--- src/rtl/alu_types.sv ---
// ALU operation encoding shared by the ALU and its controllers.
// ADD/SUB bit patterns are fixed: the ALU derives overflow from control[3:2].
package alu_types;

    typedef enum logic [3:0] {
        ALU_AND  = 4'b0000,
        ALU_SLL  = 4'b0001,
        ALU_SLT  = 4'b0010,
        ALU_SLTU = 4'b0011,
        ALU_XOR  = 4'b0100,
        ALU_SRL  = 4'b0101,
        ALU_OR   = 4'b0110,
        ALU_SRA  = 4'b0111,
        ALU_ADD  = 4'b1000,
        ALU_SUB  = 4'b1100
    } alu_control_t;

endpackage

--- src/rtl/rv32_types_pkg.sv ---
// RV32I control-path types: opcodes, funct3 constants, FSM states and datapath selectors.
package rv32_types_pkg;

    localparam int unsigned XLEN    = 32;
    localparam int unsigned STATE_W = 4;

    typedef enum logic [6:0] {
        OP_LOAD   = 7'b0000011,
        OP_STORE  = 7'b0100011,
        OP_OP     = 7'b0110011,
        OP_IMM    = 7'b0010011,
        OP_JAL    = 7'b1101111,
        OP_JALR   = 7'b1100111,
        OP_BRANCH = 7'b1100011,
        OP_LUI    = 7'b0110111
    } opcode_t;

    localparam logic [2:0] F3_ADD_SUB = 3'b000;
    localparam logic [2:0] F3_SLL     = 3'b001;
    localparam logic [2:0] F3_SLT     = 3'b010;
    localparam logic [2:0] F3_SLTU    = 3'b011;
    localparam logic [2:0] F3_XOR     = 3'b100;
    localparam logic [2:0] F3_SRL_SRA = 3'b101;
    localparam logic [2:0] F3_OR      = 3'b110;
    localparam logic [2:0] F3_AND     = 3'b111;

    localparam logic [2:0] F3_BEQ  = 3'b000;
    localparam logic [2:0] F3_BNE  = 3'b001;
    localparam logic [2:0] F3_BLT  = 3'b100;
    localparam logic [2:0] F3_BGE  = 3'b101;
    localparam logic [2:0] F3_BLTU = 3'b110;
    localparam logic [2:0] F3_BGEU = 3'b111;

    typedef enum logic [STATE_W-1:0] {
        S_FETCH     = 4'd0,
        S_DECODE    = 4'd1,
        S_MEM_ADR   = 4'd2,
        S_MEM_READ  = 4'd3,
        S_MEM_WB    = 4'd4,
        S_MEM_WRITE = 4'd5,
        S_EXEC_R    = 4'd6,
        S_EXEC_I    = 4'd7,
        S_ALU_WB    = 4'd8,
        S_JAL       = 4'd9,
        S_JALR      = 4'd10,
        S_JALR_WB   = 4'd11,
        S_BRANCH    = 4'd12,
        S_LUI       = 4'd13,
        S_ERROR     = 4'd14
    } state_t;

    localparam state_t RESET_STATE = S_FETCH;

    typedef enum logic [1:0] {
        SRC_A_PC     = 2'b00,
        SRC_A_OLD_PC = 2'b01,
        SRC_A_RS1    = 2'b10,
        SRC_A_ZERO   = 2'b11
    } alu_src_a_t;

    typedef enum logic [1:0] {
        SRC_B_RS2  = 2'b00,
        SRC_B_IMM  = 2'b01,
        SRC_B_FOUR = 2'b10
    } alu_src_b_t;

    typedef enum logic [2:0] {
        IMM_I = 3'd0,
        IMM_S = 3'd1,
        IMM_B = 3'd2,
        IMM_J = 3'd3,
        IMM_U = 3'd4
    } imm_src_t;

    typedef enum logic [1:0] {
        RES_ALU_OUT = 2'b00,
        RES_MEM     = 2'b01,
        RES_ALU     = 2'b10
    } result_src_t;

    typedef enum logic [1:0] {
        ALU_CLASS_R      = 2'd0,
        ALU_CLASS_I      = 2'd1,
        ALU_CLASS_BRANCH = 2'd2
    } alu_class_t;

endpackage

--- src/rtl/rv32_alu_decoder.sv ---
// funct3/funct7 + operation class -> ALU operation, shared by EXEC_R, EXEC_I and BRANCH.
module rv32_alu_decoder
    import alu_types::*;
    import rv32_types_pkg::*;
(
    input  logic [1:0] i_alu_class,
    input  logic [2:0] i_funct3,
    input  logic       i_funct7_b5,
    output logic [3:0] o_alu_control
);

    alu_control_t w_op;

    always_comb begin
        w_op = ALU_ADD;
        if (i_alu_class == ALU_CLASS_BRANCH) begin
            // Equality compares subtract; signed/unsigned orderings use the set-less-than ops.
            case (i_funct3[2:1])
                2'b10:   w_op = ALU_SLT;
                2'b11:   w_op = ALU_SLTU;
                default: w_op = ALU_SUB;
            endcase
        end else begin
            case (i_funct3)
                F3_ADD_SUB: w_op = (i_alu_class == ALU_CLASS_R && i_funct7_b5) ? ALU_SUB : ALU_ADD;
                F3_SLL:     w_op = ALU_SLL;
                F3_SLT:     w_op = ALU_SLT;
                F3_SLTU:    w_op = ALU_SLTU;
                F3_XOR:     w_op = ALU_XOR;
                F3_SRL_SRA: w_op = i_funct7_b5 ? ALU_SRA : ALU_SRL;
                F3_OR:      w_op = ALU_OR;
                default:    w_op = ALU_AND;
            endcase
        end
    end

    assign o_alu_control = w_op;

endmodule

--- src/rtl/rv32_mc_control.sv ---
// Multicycle RV32I control FSM: sequences fetch/decode/execute/memory/writeback and
// drives every datapath enable and mux select as a decode of the current state.
module rv32_mc_control
    import alu_types::*;
    import rv32_types_pkg::*;
(
    input  logic        i_clk,
    input  logic        i_rst,
    input  logic [31:0] i_instr,
    input  logic        i_alu_zero,
    input  logic        i_alu_equal,
    input  logic        i_alu_lsb,
    input  logic        i_mem_ready,
    output logic [3:0]  o_alu_control,
    output logic [1:0]  o_alu_src_a,
    output logic [1:0]  o_alu_src_b,
    output logic [2:0]  o_imm_src,
    output logic [1:0]  o_result_src,
    output logic        o_adr_src,
    output logic        o_mem_req,
    output logic        o_mem_wr_ena,
    output logic        o_ir_ena,
    output logic        o_pc_ena,
    output logic        o_reg_wr_ena,
    output logic        o_illegal,
    output logic [3:0]  o_state
);

    state_t      r_state;
    state_t      w_state_next;
    logic        r_illegal;

    logic [6:0]  w_opcode;
    logic [2:0]  w_funct3;
    logic        w_load_ok;
    logic        w_store_ok;
    logic        w_branch_ok;
    logic        w_taken;
    alu_class_t  w_alu_class;
    logic [3:0]  w_dec_alu;

    logic [3:0]  w_alu_control;
    alu_src_a_t  w_src_a;
    alu_src_b_t  w_src_b;
    imm_src_t    w_imm_src;
    result_src_t w_result_src;
    logic        w_adr_src;
    logic        w_mem_req;
    logic        w_mem_wr_ena;
    logic        w_ir_ena;
    logic        w_pc_ena;
    logic        w_reg_wr_ena;
    logic        w_unused;

    assign w_opcode = i_instr[6:0];
    assign w_funct3 = i_instr[14:12];
    assign w_unused = ^{i_alu_zero, i_instr[31], i_instr[29:15], i_instr[11:7]};

    // Supported widths: loads B/H/W/BU/HU, stores B/H/W; branch funct3 010/011 are undefined.
    assign w_load_ok   = (w_funct3 != 3'b011) && (w_funct3[2:1] != 2'b11);
    assign w_store_ok  = !w_funct3[2] && (w_funct3 != 3'b011);
    assign w_branch_ok = (w_funct3[2:1] != 2'b01);

    // funct3[0] inverts the sense: BNE/BGE/BGEU are the complements of BEQ/BLT/BLTU.
    assign w_taken = w_funct3[2] ? (i_alu_lsb ^ w_funct3[0]) : (i_alu_equal ^ w_funct3[0]);

    assign w_alu_class = (r_state == S_EXEC_I) ? ALU_CLASS_I :
                         (r_state == S_BRANCH) ? ALU_CLASS_BRANCH : ALU_CLASS_R;

    rv32_alu_decoder u_alu_decoder (
        .i_alu_class   (w_alu_class),
        .i_funct3      (w_funct3),
        .i_funct7_b5   (i_instr[30]),
        .o_alu_control (w_dec_alu)
    );

    always_ff @(posedge i_clk) begin
        if (i_rst) begin
            r_state   <= RESET_STATE;
            r_illegal <= 1'b0;
        end else begin
            r_state <= w_state_next;
            if (w_state_next == S_ERROR) begin
                r_illegal <= 1'b1;
            end
        end
    end

    always_comb begin
        w_state_next  = r_state;
        w_alu_control = ALU_ADD;
        w_src_a       = SRC_A_PC;
        w_src_b       = SRC_B_RS2;
        w_imm_src     = IMM_I;
        w_result_src  = RES_ALU_OUT;
        w_adr_src     = 1'b0;
        w_mem_req     = 1'b0;
        w_mem_wr_ena  = 1'b0;
        w_ir_ena      = 1'b0;
        w_pc_ena      = 1'b0;
        w_reg_wr_ena  = 1'b0;
        if (!i_rst) begin
            case (r_state)
                S_FETCH: begin
                    w_mem_req    = 1'b1;
                    w_src_b      = SRC_B_FOUR;
                    w_result_src = RES_ALU;
                    if (i_mem_ready) begin
                        w_ir_ena     = 1'b1;
                        w_pc_ena     = 1'b1;
                        w_state_next = S_DECODE;
                    end
                end
                S_DECODE: begin
                    // Branch/JAL target lands in alu_out for the following state.
                    w_src_a   = SRC_A_OLD_PC;
                    w_src_b   = SRC_B_IMM;
                    w_imm_src = (w_opcode == OP_JAL) ? IMM_J : IMM_B;
                    case (w_opcode)
                        OP_LOAD:   w_state_next = w_load_ok ? S_MEM_ADR : S_ERROR;
                        OP_STORE:  w_state_next = w_store_ok ? S_MEM_ADR : S_ERROR;
                        OP_OP:     w_state_next = S_EXEC_R;
                        OP_IMM:    w_state_next = S_EXEC_I;
                        OP_JAL:    w_state_next = S_JAL;
                        OP_JALR:   w_state_next = S_JALR;
                        OP_BRANCH: w_state_next = w_branch_ok ? S_BRANCH : S_ERROR;
                        OP_LUI:    w_state_next = S_LUI;
                        default:   w_state_next = S_ERROR;
                    endcase
                end
                S_MEM_ADR: begin
                    w_src_a      = SRC_A_RS1;
                    w_src_b      = SRC_B_IMM;
                    w_imm_src    = (w_opcode == OP_STORE) ? IMM_S : IMM_I;
                    w_state_next = (w_opcode == OP_STORE) ? S_MEM_WRITE : S_MEM_READ;
                end
                S_MEM_READ: begin
                    w_adr_src = 1'b1;
                    w_mem_req = 1'b1;
                    if (i_mem_ready) begin
                        w_state_next = S_MEM_WB;
                    end
                end
                S_MEM_WB: begin
                    w_result_src = RES_MEM;
                    w_reg_wr_ena = 1'b1;
                    w_state_next = S_FETCH;
                end
                S_MEM_WRITE: begin
                    w_adr_src    = 1'b1;
                    w_mem_req    = 1'b1;
                    w_mem_wr_ena = 1'b1;
                    if (i_mem_ready) begin
                        w_state_next = S_FETCH;
                    end
                end
                S_EXEC_R: begin
                    w_src_a       = SRC_A_RS1;
                    w_alu_control = w_dec_alu;
                    w_state_next  = S_ALU_WB;
                end
                S_EXEC_I: begin
                    w_src_a       = SRC_A_RS1;
                    w_src_b       = SRC_B_IMM;
                    w_alu_control = w_dec_alu;
                    w_state_next  = S_ALU_WB;
                end
                S_ALU_WB: begin
                    w_reg_wr_ena = 1'b1;
                    w_state_next = S_FETCH;
                end
                S_JAL: begin
                    // Jump to the DECODE-computed target while forming the link value.
                    w_src_a      = SRC_A_OLD_PC;
                    w_src_b      = SRC_B_FOUR;
                    w_pc_ena     = 1'b1;
                    w_state_next = S_ALU_WB;
                end
                S_JALR: begin
                    w_src_a      = SRC_A_RS1;
                    w_src_b      = SRC_B_IMM;
                    w_result_src = RES_ALU;
                    w_pc_ena     = 1'b1;
                    w_state_next = S_JALR_WB;
                end
                S_JALR_WB: begin
                    w_src_a      = SRC_A_OLD_PC;
                    w_src_b      = SRC_B_FOUR;
                    w_result_src = RES_ALU;
                    w_reg_wr_ena = 1'b1;
                    w_state_next = S_FETCH;
                end
                S_BRANCH: begin
                    w_src_a       = SRC_A_RS1;
                    w_alu_control = w_dec_alu;
                    w_pc_ena      = w_taken;
                    w_state_next  = S_FETCH;
                end
                S_LUI: begin
                    w_src_a      = SRC_A_ZERO;
                    w_src_b      = SRC_B_IMM;
                    w_imm_src    = IMM_U;
                    w_state_next = S_ALU_WB;
                end
                S_ERROR: w_state_next = S_ERROR;
                default: w_state_next = S_FETCH;
            endcase
        end
    end

    assign o_alu_control = w_alu_control;
    assign o_alu_src_a   = w_src_a;
    assign o_alu_src_b   = w_src_b;
    assign o_imm_src     = w_imm_src;
    assign o_result_src  = w_result_src;
    assign o_adr_src     = w_adr_src;
    assign o_mem_req     = w_mem_req;
    assign o_mem_wr_ena  = w_mem_wr_ena;
    assign o_ir_ena      = w_ir_ena;
    assign o_pc_ena      = w_pc_ena;
    assign o_reg_wr_ena  = w_reg_wr_ena;
    assign o_illegal     = r_illegal;
    assign o_state       = r_state;

endmodule

--- config.mk ---
export PLATFORM = sky130hd
export DESIGN_NAME = rv32_mc_control
export DESIGN_NICKNAME = d
export VERILOG_FILES = /design/src/rtl/alu_types.sv /design/src/rtl/rv32_types_pkg.sv /design/src/rtl/rv32_alu_decoder.sv /design/src/rtl/rv32_mc_control.sv
export SDC_FILE = /design/constraint.sdc
export NUM_CORES = 1
export LEC_CHECK = 0
export ABC_AREA = 0
export CAP_MARGIN = 20
export CELL_PAD_IN_SITES_DETAIL_PLACEMENT = 1
export CELL_PAD_IN_SITES_GLOBAL_PLACEMENT = 1
export CORE_MARGIN = 4
export CORE_UTILIZATION = 25
export CTS_BUF_LIST = sky130_fd_sc_hd__clkbuf_8
export DETAILED_ROUTE_END_ITERATION = 10
export GPL_TIMING_DRIVEN = 1
export HOLD_SLACK_MARGIN = 0.1
export PLACE_DENSITY_LB_ADDON = 0.1
export SYNTH_ARGS = -nofsm -noshare
export SYNTH_HDL_FRONTEND = slang
export SYNTH_SLANG_ARGS = --single-unit
--- constraint.sdc ---
create_clock -name i_clk -period 1.8 [get_ports i_clk]
set_input_delay 0.27 -clock i_clk [delete_from_list [all_inputs] [get_ports i_clk]]
set_output_delay 0.27 -clock i_clk [all_outputs]
set_load 0.005 [all_outputs]
# Yosys cells after proc, flatten, opt, wreduce, memory -nomap -nowiden

Cells that the tools add are included.

Register bits after elaboration: 5
Input bits: 38
Output and inout port bits: 24
Word-level logic and storage cells: 100

Eq/ne operators: 35
Multiplexer cells: 43
Bitwise gates (word level): 2
Reductions and logical operators: 18

Operators with widths:

| kind                                                            | count |
|---|---|
| 4-bit one-hot mux with 8 select lines                           | 2 |
| 4-bit two-way mux                                               | 9 |
| 4-bit == test, second input constant                            | 8 |
| 4-bit one-hot mux with 7 select lines                           | 1 |
| 7-bit by 6-bit == test with 1-bit output, second input constant | 3 |
| 7-bit == test, second input constant                            | 3 |
| 3-bit OR reduction                                              | 6 |
| 4-bit by 3-bit == test with 1-bit output, second input constant | 4 |
| 1-bit two-way mux                                               | 15 |
| 2-bit two-way mux                                               | 7 |
| 5-bit OR reduction                                              | 2 |
| 3-bit == test, second input constant                            | 3 |
| 3-bit two-way mux                                               | 3 |
| 3-bit one-hot mux with 3 select lines                           | 1 |
| 4-bit by 2-bit == test with 1-bit output, second input constant | 2 |
| 2-bit one-hot mux with 2 select lines                           | 2 |
| 4-bit one-hot mux with 2 select lines                           | 1 |
| 7-bit by 2-bit == test with 1-bit output, second input constant | 1 |
| 7-bit by 5-bit == test with 1-bit output, second input constant | 1 |
| 2-bit == test, second input constant                            | 3 |
| 3-bit by 2-bit == test with 1-bit output, second input constant | 2 |
| 2-bit one-hot mux with 3 select lines                           | 1 |
| 4-bit by 1-bit == test with 1-bit output, second input constant | 1 |
| 4-bit logical NOT                                               | 1 |
| other kinds (12)                                                | 16 |

# Depth between registers and ports, before layout

Word-level depth: 10
Depth in mapped cells: 6
Gate-level depth less buffers: 5

# By module

A second synthesis with hierarchy kept.

Cells, all modules: 139
Area total of the unflattened synthesis: 913.4 um2

Modules (own cells, without submodules):

| module           | times used | cells each | area an instance (um2) | seq. area each (um2) |
|---|---|---|---|---|
| rv32_mc_control  | 1          | 123        | 820.8                  | 100.1 |
| rv32_alu_decoder | 1          | 16         | 92.6                   | 0.0 |

# Worst setup path after synthesis

Ideal clock, no wire load.

Kind: flip-flop to output port
From: register r_state[0] (netlist: o_state[0])
To: output port o_imm_src[0]
Data arrival time: 1.298 ns
Data required time: 1.530 ns
Path slack: 0.232 ns
Cell stages (with the launch flop): 7
Cells stage by stage: dfxtp_1 -> buf_6 -> buf_2 -> nand2_1 -> nor4_1 -> a21oi_1 -> nor4_1

Cells in the longest elaborated chain, start to end: 3
Elaborated cells between the ends (all ways): 5
Classes of those cells: 3 x eq/ne; 2 x mux

Ends and longest elaborated chain:

| item                                        | line                   | RTL |
|---|---|---|
| start, declared                             | rv32_mc_control.sv:29  | `state_t r_state;` |
| start signal, assigned                      | rv32_mc_control.sv:82  | `r_state <= w_state_next;` |
| 4-bit == test, or another cell as far along | rv32_mc_control.sv:103 | `case (r_state)` |
| 3-bit one-hot mux with 3 select lines (*)   | rv32_mc_control.sv:103 |  |
| 3-bit two-way mux (*)                       | rv32_mc_control.sv:102 | `if (!i_rst) begin` |
| end, declared                               | rv32_mc_control.sv:17  | `output logic [2:0] o_imm_src,` |

Mark *: on every way between the ends. The rest lies on a longest branch, timed or not.

# Final worst setup path

From: input port i_instr[3]
To: output port o_imm_src[0]

Cells in the longest elaborated chain, start to end: 4
Elaborated cells between the ends (all ways): 6
Classes of those cells: 2 x eq/ne; 4 x mux

Ends and longest elaborated chain:

| item                                                                             | line                                           | RTL |
|---|---|---|
| start, declared                                                                  | rv32_mc_control.sv:9                           | `input logic [31:0] i_instr,` |
| 7-bit by 6-bit == test with 1-bit output / 7-bit == test (equally long branches) | rv32_mc_control.sv:134, rv32_mc_control.sv:118 |  |
| 1-bit two-way mux, on equally long branches                                      | rv32_mc_control.sv:134, rv32_mc_control.sv:118 |  |
| 3-bit one-hot mux with 3 select lines (*)                                        | rv32_mc_control.sv:103                         |  |
| 3-bit two-way mux (*)                                                            | rv32_mc_control.sv:102                         |  |

Marked as above.

==> metrics.cfg <==
[clock_network]
clkSlewWorstSetupHoldPaths_ps=30
cts_tree=yes
cts_buffers=3
htree_num_levels=1
clock-root-buffer=clkbuf_8
clk_latency_ps=230
cts.sinks=5
cts_buffer_depth=2

[worst_setup_path]
crit_slowest_cell=and4bb_4
setup.worst_path.start=i_instr[3]
worstPathCellList=clkbuf_2, and4bb_4, nand3b_1, nor2_1, a21oi_2, nor4_2, buf_2
arrival_ps=1510
startpoint_type=primary input
rrSetupSlack_ps=50
reg2reg_to=o_illegal
crit_path_end_kind=output port
critPathCapture=o_imm_src[0]
r2r-start=o_state[1]
max_stage_delay_ps=340
worstSetupPathType=primary input to output port
reg2reg_depth=8
cp_data_required_time_ps=1530
cp_max_fo=3

[synth]
synth_edf_count=0
synth-main-ff-cell=dfxtp_1
ys_ff_latch=5
synth_top_cell_by_area=dfxtp_1
synthesis.nets=194
avgSynthCellArea_um2=6.60
seq_area_frac_synth_pct=9.72
syn-cell-area_um2=1030
synthArstFlopShare_pct=0
synth.top_cell.area_share_pct=9.72
synth_cell_types=46
syn_inst=156
yosysWarnings=0
synth_area_leaders=dfxtp_1, a21oi_1, nor2_1

[timing]
slew_violations=0
worst_slack_ps=15.3
setup_viol=0
final.setup_skew_ps=8.53
timing.hold.ws_ps=467
fmax_mhz=560
worst_slew_pin_slew_ps=371
finalCritPeriodShare_pct=99.1
hold_viol=0
fin_crit_ps=1780
slew_headroom_pct=75.2
grt_setup_unrepaired=true

[place]
portBuffers=39
dp_slack_ps=-807
detailed_place_hpwl_mm=3.67
dp_cells=285
gp_congestion=0.841
placed_area_um2=1760

[floorplanning]
die_x_um=72.2
die_y_um=72.2
fp-row-count=23
die_area_um2=5210
start_util_pct=25.7
core_area_um2=4000
ioPinCount=62

[route]
drt_drc_violations_left=0
vias=1619
drt_wl_total_mm=5.21
drt_iter0_markers=100
vias_per_cell=5.31
antenna_left=0
wire_per_inst_um=17.1
first_pass_iters=4

[global_routing]
grt_pass1_wl_mm=8.04
overflow=0
first_global_vias=1697
grt_max_degree=12
grt_usage_pct=19.1
antenna_found_initial=0

[run_status]
status=finished clean

[final_layout]
nFillCells=507
postLayoutCoreUtil_pct=52.1
num-nets-final=294
mostFrequentLayoutCells=buf_4, nor2_1, nand2_1
final_layout_size_suffix_gt1_share_pct=49.0
instances_no_fill=305
final_area_um2=2080
antenna_cells=0
layout_commonest_cell=buf_4
area_growth_syn_to_layout_pct=102

[hold_path]
hold_class=flop to flop
min_from=o_illegal

[job]
drv_cap=0

[power_and_ir_drop]
powerDensity_nw_per_um2=1050
p_leak_nw=0.973
peakVddDrop_mv=0.814

cells by family after synthesis:
| kind of cell | count (synthesis) | share of synthesized area [%] |
|---|---|---|
| xor+xnor | 2 | 1.70 |
| simple gates | 80 | 41.1 |
| mux | 2 | 1.94 |
| compound gates | 48 | 31.7 |
| buf+inv | 19 | 13.9 |
| flops | 5 | 9.72 |
worst max-delay path, delay by kind of cell:
kind	cells	cell delay, ps
AND/OR/NAND/NOR	4	890
buffers and inverters	2	280
AO/OA/AOI/OAI	1	70
state kept, by name (all words and copies together), names as in the netlist:
register,count
o_illegal,1
o_state,4
cell usage after synthesis, types with 2 or more instances:
cell and number:
a31oi_1 2, o2111ai_1 2, clkbuf_8 4, a32oi_1 3
nor3b_1 2, nor4_1 3, xnor2_1 2, nand2_1 15
o21ai_0 7, and3_1 5, nor3_1 8, buf_6 3
a211oi_1 2, a211o_1 2, mux2i_1 2, buf_2 4
dfxtp_1 5, nor2_1 17, o21ai_1 2, a21oi_1 15
nor2b_1 7, a32o_1 2, inv_1 4, nand3_1 10
nand2b_1 7
per-layer routing:
| layer | global-route usage [%] | wire length (um) |
|---|---|---|
| met2 | 35.5 | 2670 |
| met1 | 22.6 | 2140 |
| met5 | 0 | 0 |
| met4 | 5.64 | 163 |
| met3 | 2.63 | 232 |
worst min-delay path by stage:
stage	cells past startpoint	end
after floorplan	1	o_illegal
after global placement	1	o_illegal
after detailed placement	1	o_illegal
after CTS	1	o_illegal
after global routing	1	o_illegal
final	1	o_illegal
report_power, final:
| group | internal (mW) | switching, mW |
|---|---|---|
| registers | 0.159 | 0.0693 |
| clock network | 0.147 | 0.0607 |
| logic | 0.942 | 0.816 |
| total | 1.25 | 0.946 |
what timing repair did:
| item | 4_1_cts | 5_1_grt |
|---|---|---|
| pin swaps | 8 | 18 |
| setup buffers | 9 | 7 |
| setup endpoints to repair | 22 | 15 |
| hold buffers | 0 | 0 |
| resized for setup | 82 | 37 |
| endpoints found under the hold margin | 0 | 0 |
cell type report:
type | instances | area [um^2] | share of cell area, %
clock buffers | 3 | 41.3 | 1.98
clock inverters | 1 | 3.75 | 0.180
inverters | 5 | 18.8 | 0.901
multi-input cells | 132 | 952 | 45.7
flip-flops and latches | 5 | 115 | 5.53
well taps | 50 | 62.6 | 3.00
repair buffers | 109 | 890 | 42.7
stage by stage:
step	power (mW)	TNS [ps]
after detailed placement	1.60	-5750
after global placement	1.57	-5240
final	2.19	0
after CTS	2.00	-329
after floorplan	0.907	0
after global routing	2.35	-87.9
Note: power is estimated with default switching activity, not from simulation.
